<file path="src/rtl/seg_scan_if.sv">
// seg_scan_if: value/strobe bundle between a display-value producer and the 7-seg
// scan controller, plus the scan outputs that drive the hex decoder and digit selects.
interface seg_scan_if #(
    parameter int DIGITS = 4
);
    logic                enable;
    logic [4*DIGITS-1:0] value_in;
    logic                load;
    logic                load_pend;
    logic [3:0]          seg_num;
    logic [DIGITS-1:0]   dig_sel_n;
    logic                frame_tick;

    modport master (
        output enable, value_in, load,
        input  load_pend, seg_num, dig_sel_n, frame_tick
    );

    modport slave (
        input  enable, value_in, load,
        output load_pend, seg_num, dig_sel_n, frame_tick
    );
endinterface

</file>
<file path="src/rtl/seg_scan_ctrl.sv">
// seg_scan_ctrl: time-multiplexed scan controller for a common-anode 7-seg display with
// per-slot blanking and frame-synchronous double-buffered value updates.
// Optional feature: define SEG_LZB_EN for leading-zero blanking of the upper digits.
module seg_scan_ctrl #(
    parameter int DIGITS = 4,
    parameter int DIV    = 50000,
    parameter int BLANK  = 16
) (
    input  logic      clk,
    input  logic      rst,
    seg_scan_if.slave bus
);
    localparam int CW = (DIV > 1) ? $clog2(DIV) : 1;
    localparam int IW = (DIGITS > 1) ? $clog2(DIGITS) : 1;
    localparam int VW = 4 * DIGITS;
    localparam logic [CW-1:0] CNT_LAST  = CW'(DIV - 1);
    localparam logic [CW-1:0] CNT_BLANK = CW'(BLANK);
    localparam logic [IW-1:0] IDX_LAST  = IW'(DIGITS - 1);

    typedef enum logic [1:0] {
        ST_IDLE,
        ST_BLANK,
        ST_SHOW
    } state_e;

    state_e        state_q,    state_d;
    logic [CW-1:0] slotCnt_q,  slotCnt_d;
    logic [IW-1:0] digIdx_q,   digIdx_d;
    logic [VW-1:0] active_q,   active_d;
    logic [VW-1:0] pending_q,  pending_d;
    logic          loadPend_q, loadPend_d;
    logic [3:0]    segNum_q,   segNum_d;

    logic              frameStart;
    logic [VW-1:0]     shownSrc;
    logic [DIGITS-1:0] litMask;
    logic [DIGITS-1:0] digSelN;
    logic              frameTick;

    assign frameStart = bus.enable && (slotCnt_q == '0) && (digIdx_q == '0);

    always_ff @(posedge clk or posedge rst) begin
        if (rst) begin
            state_q    <= ST_IDLE;
            slotCnt_q  <= '0;
            digIdx_q   <= '0;
            active_q   <= '0;
            pending_q  <= '0;
            loadPend_q <= 1'b0;
            segNum_q   <= 4'd0;
        end else begin
            state_q    <= state_d;
            slotCnt_q  <= slotCnt_d;
            digIdx_q   <= digIdx_d;
            active_q   <= active_d;
            pending_q  <= pending_d;
            loadPend_q <= loadPend_d;
            segNum_q   <= segNum_d;
        end
    end

    always_comb begin
        state_d    = state_q;
        slotCnt_d  = slotCnt_q;
        digIdx_d   = digIdx_q;
        active_d   = active_q;
        pending_d  = pending_q;
        loadPend_d = loadPend_q;
        segNum_d   = segNum_q;
        shownSrc   = active_q;

        // A load coinciding with a frame start stays pending; the copy takes the older value.
        if (frameStart && loadPend_q) begin
            active_d = pending_q;
        end
        if (bus.load) begin
            pending_d  = bus.value_in;
            loadPend_d = 1'b1;
        end else if (frameStart) begin
            loadPend_d = 1'b0;
        end

        if (bus.enable) begin
            if (slotCnt_q == CNT_LAST) begin
                slotCnt_d = '0;
                digIdx_d  = (digIdx_q == IDX_LAST) ? '0 : digIdx_q + 1'b1;
            end else begin
                slotCnt_d = slotCnt_q + 1'b1;
            end
        end else begin
            slotCnt_d = '0;
            digIdx_d  = '0;
        end

        case (state_q)
            ST_IDLE, ST_BLANK: state_d = (slotCnt_d == CNT_BLANK) ? ST_SHOW : ST_BLANK;
            ST_SHOW:           state_d = (slotCnt_d == '0) ? ST_BLANK : ST_SHOW;
            default:           state_d = ST_IDLE;
        endcase
        if (!bus.enable) begin
            state_d = ST_IDLE;
        end

        // Preload the nibble for the coming slot 0, including the value a frame start will copy.
        if (slotCnt_d == '0) begin
            if (digIdx_d == '0 && loadPend_d) begin
                shownSrc = pending_d;
            end else begin
                shownSrc = active_d;
            end
            for (int d = 0; d < DIGITS; d++) begin
                if (digIdx_d == IW'(d)) begin
                    segNum_d = shownSrc[4*d +: 4];
                end
            end
        end
    end

`ifdef SEG_LZB_EN
    always_comb begin
        litMask    = '0;
        litMask[0] = 1'b1;
        for (int d = 1; d < DIGITS; d++) begin
            litMask[d] = |(active_q >> (4*d));
        end
    end
`else
    assign litMask = '1;
`endif

    always_comb begin
        digSelN   = '1;
        frameTick = frameStart && !rst;
        if (state_q == ST_SHOW) begin
            for (int d = 0; d < DIGITS; d++) begin
                if (digIdx_q == IW'(d) && litMask[d]) begin
                    digSelN[d] = 1'b0;
                end
            end
        end
    end

    assign bus.seg_num    = segNum_q;
    assign bus.dig_sel_n  = digSelN;
    assign bus.frame_tick = frameTick;
    assign bus.load_pend  = loadPend_q;
endmodule

</file>
<file path="src/flat_wrapper.sv">
// flat-port wrapper written by rule: the top's interface ports become plain ports
module seg_scan_ctrl_flat 
#(
    parameter int DIGITS = 4,
    parameter int DIV    = 50000,
    parameter int BLANK  = 16
)
  (clk, rst, bus_enable, bus_value_in, bus_load, bus_load_pend, bus_seg_num, bus_dig_sel_n, bus_frame_tick);
  seg_scan_if #(.DIGITS(DIGITS)) bus_i ();
  input  logic clk;
  input  logic rst;
  input wire logic [$bits(bus_i.enable)-1:0] bus_enable;
  input wire logic [$bits(bus_i.value_in)-1:0] bus_value_in;
  input wire logic [$bits(bus_i.load)-1:0] bus_load;
  output wire logic [$bits(bus_i.load_pend)-1:0] bus_load_pend;
  output wire logic [$bits(bus_i.seg_num)-1:0] bus_seg_num;
  output wire logic [$bits(bus_i.dig_sel_n)-1:0] bus_dig_sel_n;
  output wire logic [$bits(bus_i.frame_tick)-1:0] bus_frame_tick;
  assign bus_i.enable = bus_enable;
  assign bus_i.value_in = bus_value_in;
  assign bus_i.load = bus_load;
  assign bus_load_pend = bus_i.load_pend;
  assign bus_seg_num = bus_i.seg_num;
  assign bus_dig_sel_n = bus_i.dig_sel_n;
  assign bus_frame_tick = bus_i.frame_tick;
  seg_scan_ctrl #(.DIGITS(DIGITS), .DIV(DIV), .BLANK(BLANK)) u_core (.clk(clk), .rst(rst), .bus(bus_i));
endmodule
</file>
<file path="config.mk">
export PLATFORM = sky130hd
export DESIGN_NAME = seg_scan_ctrl_flat
export DESIGN_NICKNAME = d
export VERILOG_FILES = /design/src/rtl/seg_scan_if.sv /design/src/rtl/seg_scan_ctrl.sv /design/src/flat_wrapper.sv
export SDC_FILE = /design/constraint.sdc
export NUM_CORES = 1
export LEC_CHECK = 0
export BUFFER_PORTS_ARGS = -buffer_cell sky130_fd_sc_hd__clkbuf_2
export CORE_UTILIZATION = 49
export CTS_CLUSTER_DIAMETER = 200
export DETAILED_ROUTE_END_ITERATION = 10
export GPL_ROUTABILITY_DRIVEN = 0
export PLACE_DENSITY = 0.71
export SETUP_SLACK_MARGIN = 0.02
export SLEW_MARGIN = 20
export SYNTH_ARGS = -nofsm -noshare
export SYNTH_HDL_FRONTEND = slang
export SYNTH_SLANG_ARGS = --single-unit
</file>
<file path="constraint.sdc">
create_clock -name clk -period 2.25 [get_ports clk]
set_clock_uncertainty 0.1 [all_clocks]
set_input_delay 0.225 -clock clk [delete_from_list [all_inputs] [get_ports clk]]
set_output_delay 0.225 -clock clk [all_outputs]
set_load 0.005 [all_outputs]
</file>
==> results of run 1 <==
placed cells by master (no fill, tap or decap), drive strengths merged:
cell,synthesis,routed
dlygate4sd3,0,4
clkbuf,4,42
clkinvlp,0,1
nand2,20,20
buf,13,64
o31ai,1,1
ha,6,6
a311o,1,1
o21a,1,1
nand4b,1,1
a221oi,1,1
and2,2,2
a31oi,3,3
dfrtp,57,57
inv,14,14
nor3,9,9
and4,3,3
mux2i,8,8
a21oi,4,4
o21bai,1,1
a21o,2,2
nor4,3,3
nand3b,1,1
o22ai,1,1
mux2,30,30
nor2,23,23
and3,3,3
a211oi,1,1
or3,2,2
xnor2,10,10
bufinv,0,1
or4,1,1
xor2,8,8
a211o,4,4
nand4,8,8
nand3,10,11
o21ai,13,13
o221ai,4,4
nor2b,2,2
sequential cells by signal, summed over array words and instances, names as in the netlist:
signal,flops
u_core.state_q,2
u_core.bus.load_pend,1
u_core.pending_q,16
u_core.digIdx_q,2
u_core.bus.seg_num,4
u_core.active_q,16
u_core.slotCnt_q,16
metrics by stage:
stage          setup WS (ps)  std cells
3_5_place_dp            -150        416
2_1_floorplan           1.28        275
4_1_cts                 -148        441
6_report                -167        446
5_1_grt                 -267        446
3_3_place_gp           -89.9        416
timing repair:
| item | CTS | global route |
|---|---|---|
| hold buffers | 3 | 1 |
| endpoints found under the hold margin | 34 | 1 |
| cloned | 1 | 0 |
| pin swaps | 9 | 12 |
| endpoints found under the setup margin | 7 | 11 |
| resized for setup | 22 | 18 |
| buffers inserted | 6 | 4 |
layer usage:
| layer | vias up | track usage [%] | part of all wire (%) |
|---|---|---|---|
| met2 | 67 | 37.8 | 49 |
| met1 | 1154 | 31.1 | 43 |
| met5 | - | 0 | 0 |
| met3 | 19 | 6.29 | 4.7 |
| met4 | 0 | 11.4 | 2.7 |
| li1 | 1152 | - | - |
worst max-delay path: cells and delay by family (launching register included):
family	cells	cell delay, ps
mux	3	710
buf+inv	1	90
compound gates	1	150
simple gates	3	710
fa+ha+maj	1	140
flops	1	400
synthesized netlist by cell type (2+ instances only):
cell type	number	area, um^2
a211o_1	4	35.0
a21o_1	2	15.0
a21oi_1	3	15.0
a31oi_1	3	18.8
and3_1	3	18.8
and4_1	2	17.5
buf_2	9	45.0
buf_4	3	22.5
clkbuf_1	3	11.3
dfrtp_1	57	1430
ha_1	6	75.1
inv_1	14	52.6
mux2_2	26	293
mux2_4	4	60.1
mux2i_1	8	80.1
nand2_1	20	75.1
nand3_1	9	45.0
nand4_1	8	50.1
nor2_1	23	86.3
nor2b_1	2	12.5
nor3_1	8	40.0
nor4_1	2	12.5
o21ai_0	13	65.1
o221ai_1	4	35.0
or3_4	2	22.5
xnor2_1	10	87.6
xor2_1	8	70.1
final cells by class:
class	count	area (um^2)
sequential	57	1430
clock inverter	2	37.5
timing repair buffer	97	693
tap	75	93.8
fill	415	1820
clock buffer	13	159
inverter	14	52.6
multi-input combinational	188	1600
cell families (layout without fill, tap and decap cells):
logic type,count (synthesis),after routing
mux,38,38
xor+xnor,18,18
fa+ha+maj,6,6
compound gates,37,37
buf+inv,31,126
flops,57,57
simple gates,88,89
where the power goes:
group | switching (mW) | total, mW | internal [mW] | leakage [nW]
combinational | 0.210 | 0.467 | 0.257 | 1.04
clock | 0.405 | 0.972 | 0.566 | 0.0957
sequential | 0.0692 | 1.24 | 1.17 | 0.709
final timing paths:
| kind | to | slack [ps] |
|---|---|---|
| setup / recovery | u_core.bus.seg_num[2] | -170 |
| hold / removal | u_core.pending_q[12] | 10 |
| setup reg to reg | u_core.bus.seg_num[2] | -170 |
| hold reg to reg | u_core.active_q[1] | 380 |
| max in group asynchronous | u_core.slotCnt_q[6] | 1010 |
| min in group asynchronous | u_core.slotCnt_q[13] | 550 |
==> flow_metrics.py, run 1 <==
metrics = {
    "outcome": {
        "outcome": "finished with violations",
        "violations": "setup timing",
    },
    "timing": {
        "tightest_slew_ps": 704,
        "hold_violations": 0,
        "fmax_mhz": 414,
        "hold_ws_ps": 13.6,
        "maxSlewHeadroom_pct": 53.1,
        "final.setup.tns_ps": -1020,
        "final.setup.worst_slack_ps": -167,
        "maxSlewViolCount": 0,
        "rsz0062_at_grt": "yes",
        "finalCriticalPeriod_ps": 2420,
        "period_share_pct": 107,
        "finalSetupViolations": 7,
    },
    "detailed_routing": {
        "ant_nets": 0,
        "routedWlPerCell_um": 16.5,
        "wirelength_um": 7350,
        "drc": 0,
        "avgViaCountPerCell": 5.36,
        "vias": 2392,
        "drt_iter0_markers": 108,
        "dr.pass1.iters": 5,
    },
    "logic_synthesis": {
        "synth_area_um2": 2980,
        "postSynthAreaPerCell_um2": 10.8,
        "synth_nets": 301,
        "synth-compound-area-share_pct": 8.49,
        "synthMuxAreaShare_pct": 14.5,
        "ys_ff_latch": 57,
        "yosysWarnings": 0,
        "synth_edf_count": 0,
        "synth_fa_ha_area_share_pct": 2.52,
        "synth_xor_area_share_pct": 5.30,
        "synth_ff_type": "dfrtp_1",
        "ys_types": 46,
        "synth_top_family_by_area": "simple AND/OR/NAND/NOR gates",
        "synth-simple-area-share_pct": 16.3,
        "synth-seq-area-share_pct": 47.9,
        "async_flop_share_pct": 100,
        "synth_cells": 275,
    },
    "power": {
        "power.total_mw": 2.68,
        "irDropWorstVdd_uv": 543,
        "power_leakage_nw": 1.85,
        "p_per_area_nw_per_um2": 659,
    },
    "worst_setup_path": {
        "crit_start": "u_core.digIdx_q[1]",
        "cp.required_ps": 2370,
        "crit_chain": "inv_2 > ha_4 > nand4b_1 > nor3_4 > nand3_4 > mux2_4 > mux2_4 > o221ai_2 > mux2i_1",
        "cp_common_cell": "mux2_4",
        "critPathArrivalTime_ps": 2540,
        "cp-start-kind": "flop",
        "r2r_cells": 9,
        "endpoint_kind": "flop",
        "worstSetupPathType": "reg -> reg",
        "critPathSlowestCell": "dfrtp_1",
        "slowest_delay_ps": 400,
        "critPathMaxFanout": 6,
        "reg2reg_from": "u_core.digIdx_q[1]",
    },
    "floorplan": {
        "row_count": 28,
        "dieHeight_um": 79.9,
        "core_um2": 5890,
        "io_pins": 30,
        "dieArea_um2": 6390,
        "initial_core_util_pct": 50.6,
        "fp.dieW_um": 79.9,
    },
    "clocking": {
        "cts_buffer_depth": 2,
        "cts_tree": "yes",
        "cts-root-buf": "clkbuf_8",
        "path_clk_slew_ps": 70,
        "cts_max_level": 3,
        "cts_buffers": 9,
        "clock_latency_ps": 340,
        "clkSinkCount": 57,
    },
    "flow_run": {
        "cap_violations": 0,
    },
    "global_routing": {
        "grt_pass1_vias": 2385,
        "grt_max_degree": 58,
        "gr-usage-all-layers_pct": 24.1,
        "grt_pass1_wl_um": 11300,
        "antenna_found_initial": 0,
        "overflow": 0,
    },
    "placement": {
        "dpl_cell_area_um2": 3590,
        "io_buffers": 29,
        "dp_hpwl_um": 4670,
    },
    "worst_hold_path": {
        "hold_class": "in -> reg",
        "hold_depth": 2,
        "hp-start": "bus_value_in[12]",
    },
    "final_layout": {
        "finalInstanceArea_um2": 4070,
        "final_util_pct": 69.1,
        "layout-drive-gt1-share_pct": 48.5,
        "syn2layout_area_growth_pct": 36.6,
        "diodes": 0,
        "fin_nets": 393,
    },
}
Power figures use the tool's default switching activity.
==> inputs of run 2 (changes only) <==
==> constraint.sdc (replaced) <==
create_clock -name clk -period 2.25 [get_ports clk]
set_clock_uncertainty 0.1 [all_clocks]
set_input_delay 0.3375 -clock clk [delete_from_list [all_inputs] [get_ports clk]]
set_output_delay 0.3375 -clock clk [all_outputs]
set_load 0.005 [all_outputs]
==> flow_metrics.py, run 2 (synthesis results as in run 1) <==
metrics = {
    "final_layout": {
        "layout_commonest_cell": "buf_4",
        "diodes": 0,
        "layout-drive-gt1-share_pct": 48.1,
        "fill_cells": 433,
        "fin_nets": 389,
        "final_cell_mix": "buf_4, dfrtp_1, clkbuf_2",
        "syn2layout_area_growth_pct": 36.2,
        "reg.largest.list": "u_core.active_q (16), u_core.pending_q (16), u_core.slotCnt_q (16)",
    },
    "worst_setup_path": {
        "cp_top_family": "simple AND/OR/NAND/NOR gates",
        "r2r_setup_slack_ps": -90,
        "cp-start-kind": "flop",
        "slowest_delay_ps": 440,
        "critPathSlowestCell": "dfrtp_1",
        "crit_buf_inv": 0,
        "cp_common_cell": "mux2_4",
        "critPathMaxFanout": 6,
        "crit_chain": "or3_4 > nor3_4 > nand3_4 > mux2_4 > mux2_4 > o221ai_2 > mux2i_1",
        "worstSetupPathType": "reg -> reg",
        "endpoint_kind": "flop",
        "cp.required_ps": 2360,
        "critPathArrivalTime_ps": 2450,
    },
    "detailed_routing": {
        "ant_nets": 0,
        "drt_iter0_markers": 130,
        "avgViaCountPerCell": 5.62,
        "routed.top_layer": "met4",
        "drc": 0,
        "wirelength_um": 7510,
        "vias": 2491,
        "wl_met3_um": 366,
        "met1_length_um": 3140,
        "routedWlPerCell_um": 17.0,
        "dr.pass1.iters": 5,
        "wl_met2_um": 3750,
    },
    "flow_run": {
        "cap_violations": 0,
    },
    "placement": {
        "dpl_worst_slack_ps": -146,
        "io_buffers": 29,
        "dp_hpwl_um": 4850,
    },
    "timing": {
        "rsz0062_at_grt": "yes",
        "finalCriticalPeriod_ps": 2340,
        "maxSlewHeadroom_pct": 65.2,
        "period_share_pct": 104,
        "maxSlewViolCount": 0,
        "finalSetupViolations": 7,
        "final.setup.tns_ps": -550,
        "tightest_slew_ps": 522,
        "hold_violations": 0,
        "fmax_mhz": 427,
        "final.setup.worst_slack_ps": -90.3,
    },
    "clocking": {
        "cts_max_level": 3,
        "cts_buffer_depth": 2,
        "cts_tree": "yes",
        "clkSinkCount": 57,
        "path_clk_slew_ps": 70,
        "clock_latency_ps": 340,
        "cts_buffers": 9,
        "cts-root-buf": "clkbuf_8",
    },
    "floorplan": {
        "fp.dieW_um": 79.9,
        "core_um2": 5890,
        "dieHeight_um": 79.9,
        "io_pins": 30,
        "row_count": 28,
        "dieArea_um2": 6390,
        "initial_core_util_pct": 50.6,
    },
    "outcome": {
        "outcome": "finished with violations",
        "violations": "setup timing",
    },
    "power": {
        "p_per_area_nw_per_um2": 687,
        "power_leakage_nw": 1.86,
        "irDropWorstVdd_uv": 481,
    },
    "global_routing": {
        "grt_max_degree": 58,
        "grt_pass1_wl_um": 12000,
        "grt_pass1_vias": 2582,
        "antenna_found_initial": 0,
        "gr-usage-all-layers_pct": 25.6,
        "overflow": 0,
    },
    "worst_hold_path": {
        "hold_class": "in -> reg",
    },
}
==> run 2: changes by cell type in the layout (fill, tap and decap cells not counted), moves of 2 or more <==
cell	delta
clkinv_2	+2
clkinv_4	+2
clkbuf_1	-2
clkbuf_8	-2
dlygate4sd3_1	-3
==> run 2: area by class of cell <==
| type | count | area, um^2 | area share, % |
|---|---|---|---|
| multi-input cells | 188 | 1600 | 39.4 |
| repair buffers | 93 | 664 | 16.4 |
| clock buffers | 9 | 124 | 3.06 |
| well taps | 75 | 93.8 | 2.31 |
| inverters | 14 | 52.6 | 1.30 |
| flip-flops and latches | 57 | 1430 | 35.2 |
| clock inverters | 7 | 95.1 | 2.35 |
==> run 2: worst register-to-register path: stages (launching register included) <==
cell and delay (ps):
dfrtp_1 440, or3_4 410, nor3_4 260, nand3_4 180
mux2_4 350, mux2_4 260, o221ai_2 120, mux2i_1 90
==> run 2: worst paths after layout <==
kind                                          to  cells past startpoint           startpoint
hold reg to reg               u_core.active_q[1]                      2   u_core.active_q[1]
setup / recovery           u_core.bus.seg_num[1]                      7  u_core.slotCnt_q[3]
setup reg to reg           u_core.bus.seg_num[1]                      7  u_core.slotCnt_q[3]
hold / removal               u_core.pending_q[8]                      2      bus_value_in[8]
max in group asynchronous    u_core.slotCnt_q[5]                      4                  rst
min in group asynchronous   u_core.slotCnt_q[10]                      4                  rst
==> run 2: timing repair <==
item                                   CTS  global route
gates resized for setup                 19            17
endpoints found under the hold margin   57             0
hold buffers                             1             0
pin swaps                                7             6
setup buffers                           11             4
setup endpoints to repair                7             9
cloned                                   1             0
==> run 2: layer usage <==
| layer | vias to the layer above | track usage, % |
|---|---|---|
| met5 | - | 0 |
| li1 | 1149 | - |
| met2 | 89 | 41.8 |
| met4 | 0 | 12.5 |
| met1 | 1222 | 30.7 |
| met3 | 31 | 7.77 |
==> run 2: power breakdown <==
part / internal, mW / total (mW) / switching (mW)
logic: 0.266 / 0.484 / 0.218
registers: 1.17 / 1.24 / 0.0707
clock network: 0.622 / 1.06 / 0.440
==> run 2: per-stage QoR <==
stage / cell area, um^2 / hold WS [ps] / power (mW) / std cells / utilization [%]
6_report: 4050 / 122 / 2.79 / 443 / 68.9
3_5_place_dp: 3560 / 312 / 1.67 / 410 / 60.5
2_1_floorplan: 3040 / 349 / 1.52 / 275 / -
5_1_grt: 4050 / 105 / 2.92 / 443 / 68.9
3_3_place_gp: 3560 / 308 / 1.65 / 410 / 60.5
4_1_cts: 3950 / 110 / 2.78 / 439 / 67.2
==> inputs of run 3 (changes only) <==
ABC_AREA = 1   (was not set)
PLACE_DENSITY = not set   (was 0.71)
PLACE_DENSITY_LB_ADDON = 0.3   (was not set)
==> flow_metrics.py, run 3 <==
metrics = {
    "outcome": {
        "outcome": "finished clean",
    },
    "floorplan": {
        "fp.dieW_um": 81.9,
        "core_um2": 6030,
        "dieHeight_um": 81.9,
        "initial_core_util_pct": 51.8,
        "io_pins": 30,
        "dieArea_um2": 6700,
        "row_count": 28,
    },
    "logic_synthesis": {
        "ys_ff_latch": 57,
        "synth_nets": 446,
        "yosysWarnings": 0,
        "ys_types": 24,
        "synth_area_um2": 3120,
        "postSynthAreaPerCell_um2": 7.44,
        "synth_top_area_share_pct": 45.7,
        "yosysTopAreaCell": "dfrtp_1",
        "yosysMostFrequentCell": "nand2_1",
        "synth_ff_type": "dfrtp_1",
        "async_flop_share_pct": 100,
        "synth.area.top_cells": "dfrtp_1, nand2_1, inv_1",
        "synth-seq-area-share_pct": 45.7,
        "synth_cells": 420,
        "synth_edf_count": 0,
        "synthTopCellsByCount": "nand2_1, inv_1, dfrtp_1, nor2_1, nand3_1",
    },
    "global_routing": {
        "gr-usage-all-layers_pct": 24.0,
        "overflow": 0,
        "antenna_found_initial": 0,
        "grt_max_degree": 58,
        "grt_pass1_wl_um": 11800,
        "grt_pass1_vias": 2582,
    },
    "clocking": {
        "cts_tree": "yes",
        "cts_max_level": 3,
        "cts_buffers": 9,
        "cts_buffer_depth": 2,
        "path_clk_slew_ps": 70,
        "clkSinkCount": 57,
        "cts-root-buf": "clkbuf_8",
        "clock_latency_ps": 340,
    },
    "timing": {
        "fmax_mhz": 470,
        "finalCriticalPeriod_ps": 2130,
        "final.setup.tns_ps": 0,
        "tightest_slew_ps": 475,
        "maxSlewViolCount": 0,
        "period_share_pct": 94.6,
        "maxSlewHeadroom_pct": 68.3,
        "hold_violations": 0,
        "finalSetupViolations": 0,
        "rsz0062_at_grt": "no",
    },
    "worst_setup_path": {
        "worstSetupPathType": "reg -> out",
        "slowest_delay_ps": 450,
        "critPathSlowestCell": "dfrtp_1",
        "critPathMaxFanout": 5,
        "cp-start-kind": "flop",
        "endpoint_kind": "output pin",
        "crit_start": "u_core.slotCnt_q[0]",
        "timing.rr.end": "u_core.bus.seg_num[1]",
        "cp-endpoint": "bus_frame_tick",
        "critPathArrivalTime_ps": 1690,
        "r2r_setup_slack_ps": 160,
        "cp.required_ps": 1810,
        "r2r_cells": 11,
        "crit_chain": "inv_1 > ha_1 > nand2_1 > nor3_1 > nand3_1 > nor2_1 > clkbuf_2",
        "reg2reg_from": "u_core.slotCnt_q[0]",
    },
    "power": {
        "irDropWorstVdd_uv": 447,
        "p_per_area_nw_per_um2": 718,
        "power_leakage_nw": 2.05,
    },
    "detailed_routing": {
        "ant_nets": 0,
        "vias": 2811,
        "drt_iter0_markers": 320,
        "routedWlPerCell_um": 13.4,
        "avgViaCountPerCell": 5.16,
        "dr.pass1.iters": 4,
        "wirelength_um": 7310,
        "drc": 0,
    },
    "final_layout": {
        "layout-drive-gt1-share_pct": 19.8,
        "final_cell_mix": "nand2_1, inv_1, dfrtp_1",
        "layout_commonest_cell": "nand2_1",
        "syn2layout_area_growth_pct": 18.4,
        "diodes": 0,
        "fin_nets": 492,
        "fin_cells": 545,
        "reg.largest.list": "u_core.active_q (16), u_core.pending_q (16), u_core.slotCnt_q (16)",
    },
    "placement": {
        "io_buffers": 29,
        "dp_hpwl_um": 5210,
        "placed_cells": 528,
    },
    "flow_run": {
        "cap_violations": 0,
    },
    "worst_hold_path": {
        "hold_class": "in -> reg",
    },
}
-- run 3: timing repair --
| item | CTS | global route |
|---|---|---|
| setup endpoints to repair | 0 | 7 |
| hold endpoints to repair | 57 | 0 |
| resized for setup | 0 | 11 |
| buffers inserted | 0 | 1 |
| hold buffers | 1 | 0 |
-- run 3: cell families after synthesis --
family / after synthesis / share of synthesized area (%)
compound gates: 38 / 7.25
buf+inv: 74 / 9.37
xor+xnor: 1 / 0.280
fa+ha+maj: 6 / 2.40
simple gates: 244 / 35.0
flops: 57 / 45.7
-- run 3: critical path: cells and delay by family (launching register included) --
kind | cells | cell delay (ps)
simple gates | 4 | 470
buf+inv | 2 | 220
flops | 1 | 450
fa+ha+maj | 1 | 210
-- run 3: worst min-delay path by stage --
| stage | from | to | slack, ps | cells past startpoint |
|---|---|---|---|---|
| 2_1_floorplan | u_core.active_q[0] | u_core.active_q[0] | 340 | 2 |
| 3_3_place_gp | rst | u_core.slotCnt_q[9] | 320 | 3 |
| 3_5_place_dp | rst | u_core.slotCnt_q[9] | 320 | 3 |
| 4_1_cts | bus_value_in[9] | u_core.pending_q[9] | 90 | 3 |
| 5_1_grt | bus_value_in[9] | u_core.pending_q[9] | 110 | 3 |
| 6_report | bus_value_in[9] | u_core.pending_q[9] | 100 | 3 |
-- run 3: layout make-up --
class	count	area [um^2]
Tap cell	75	93.8
Inverter	68	255
Clock buffer	10	138
Multi-Input combinational cell	289	1440
Clock inverter	5	78.8
Timing Repair Buffer	41	263
Sequential cell	57	1430
Fill cell	534	2330
-- run 3: per-layer routing --
layer | global-route usage (%) | share of wire (%) | up-vias
met4 | 12.8 | 3.3 | 0
met2 | 36.7 | 45 | 105
li1 | - | - | 1403
met3 | 4.11 | 6.7 | 26
met1 | 32.5 | 45 | 1277
met5 | 0 | 0 | -
-- run 3: per-stage QoR --
stage	total power, mW	setup WS, ps	instance area, um^2	hold WS [ps]	util, %
final	2.66	123	3700	98.6	61.4
after global routing	2.77	4.53	3700	111	61.4
after CTS	2.67	41.8	3650	92.2	60.6
after detailed placement	1.59	143	3430	316	56.9
after global placement	1.58	162	3430	317	56.9
after floorplan	1.47	301	3120	338	-
-- run 3: power by group --
part | leakage, nW | switching [mW] | internal, mW
combinational | 1.21 | 0.234 | 0.147
clock | 0.113 | 0.425 | 0.647
sequential | 0.729 | 0.0551 | 1.15
total | 2.05 | 0.713 | 1.94
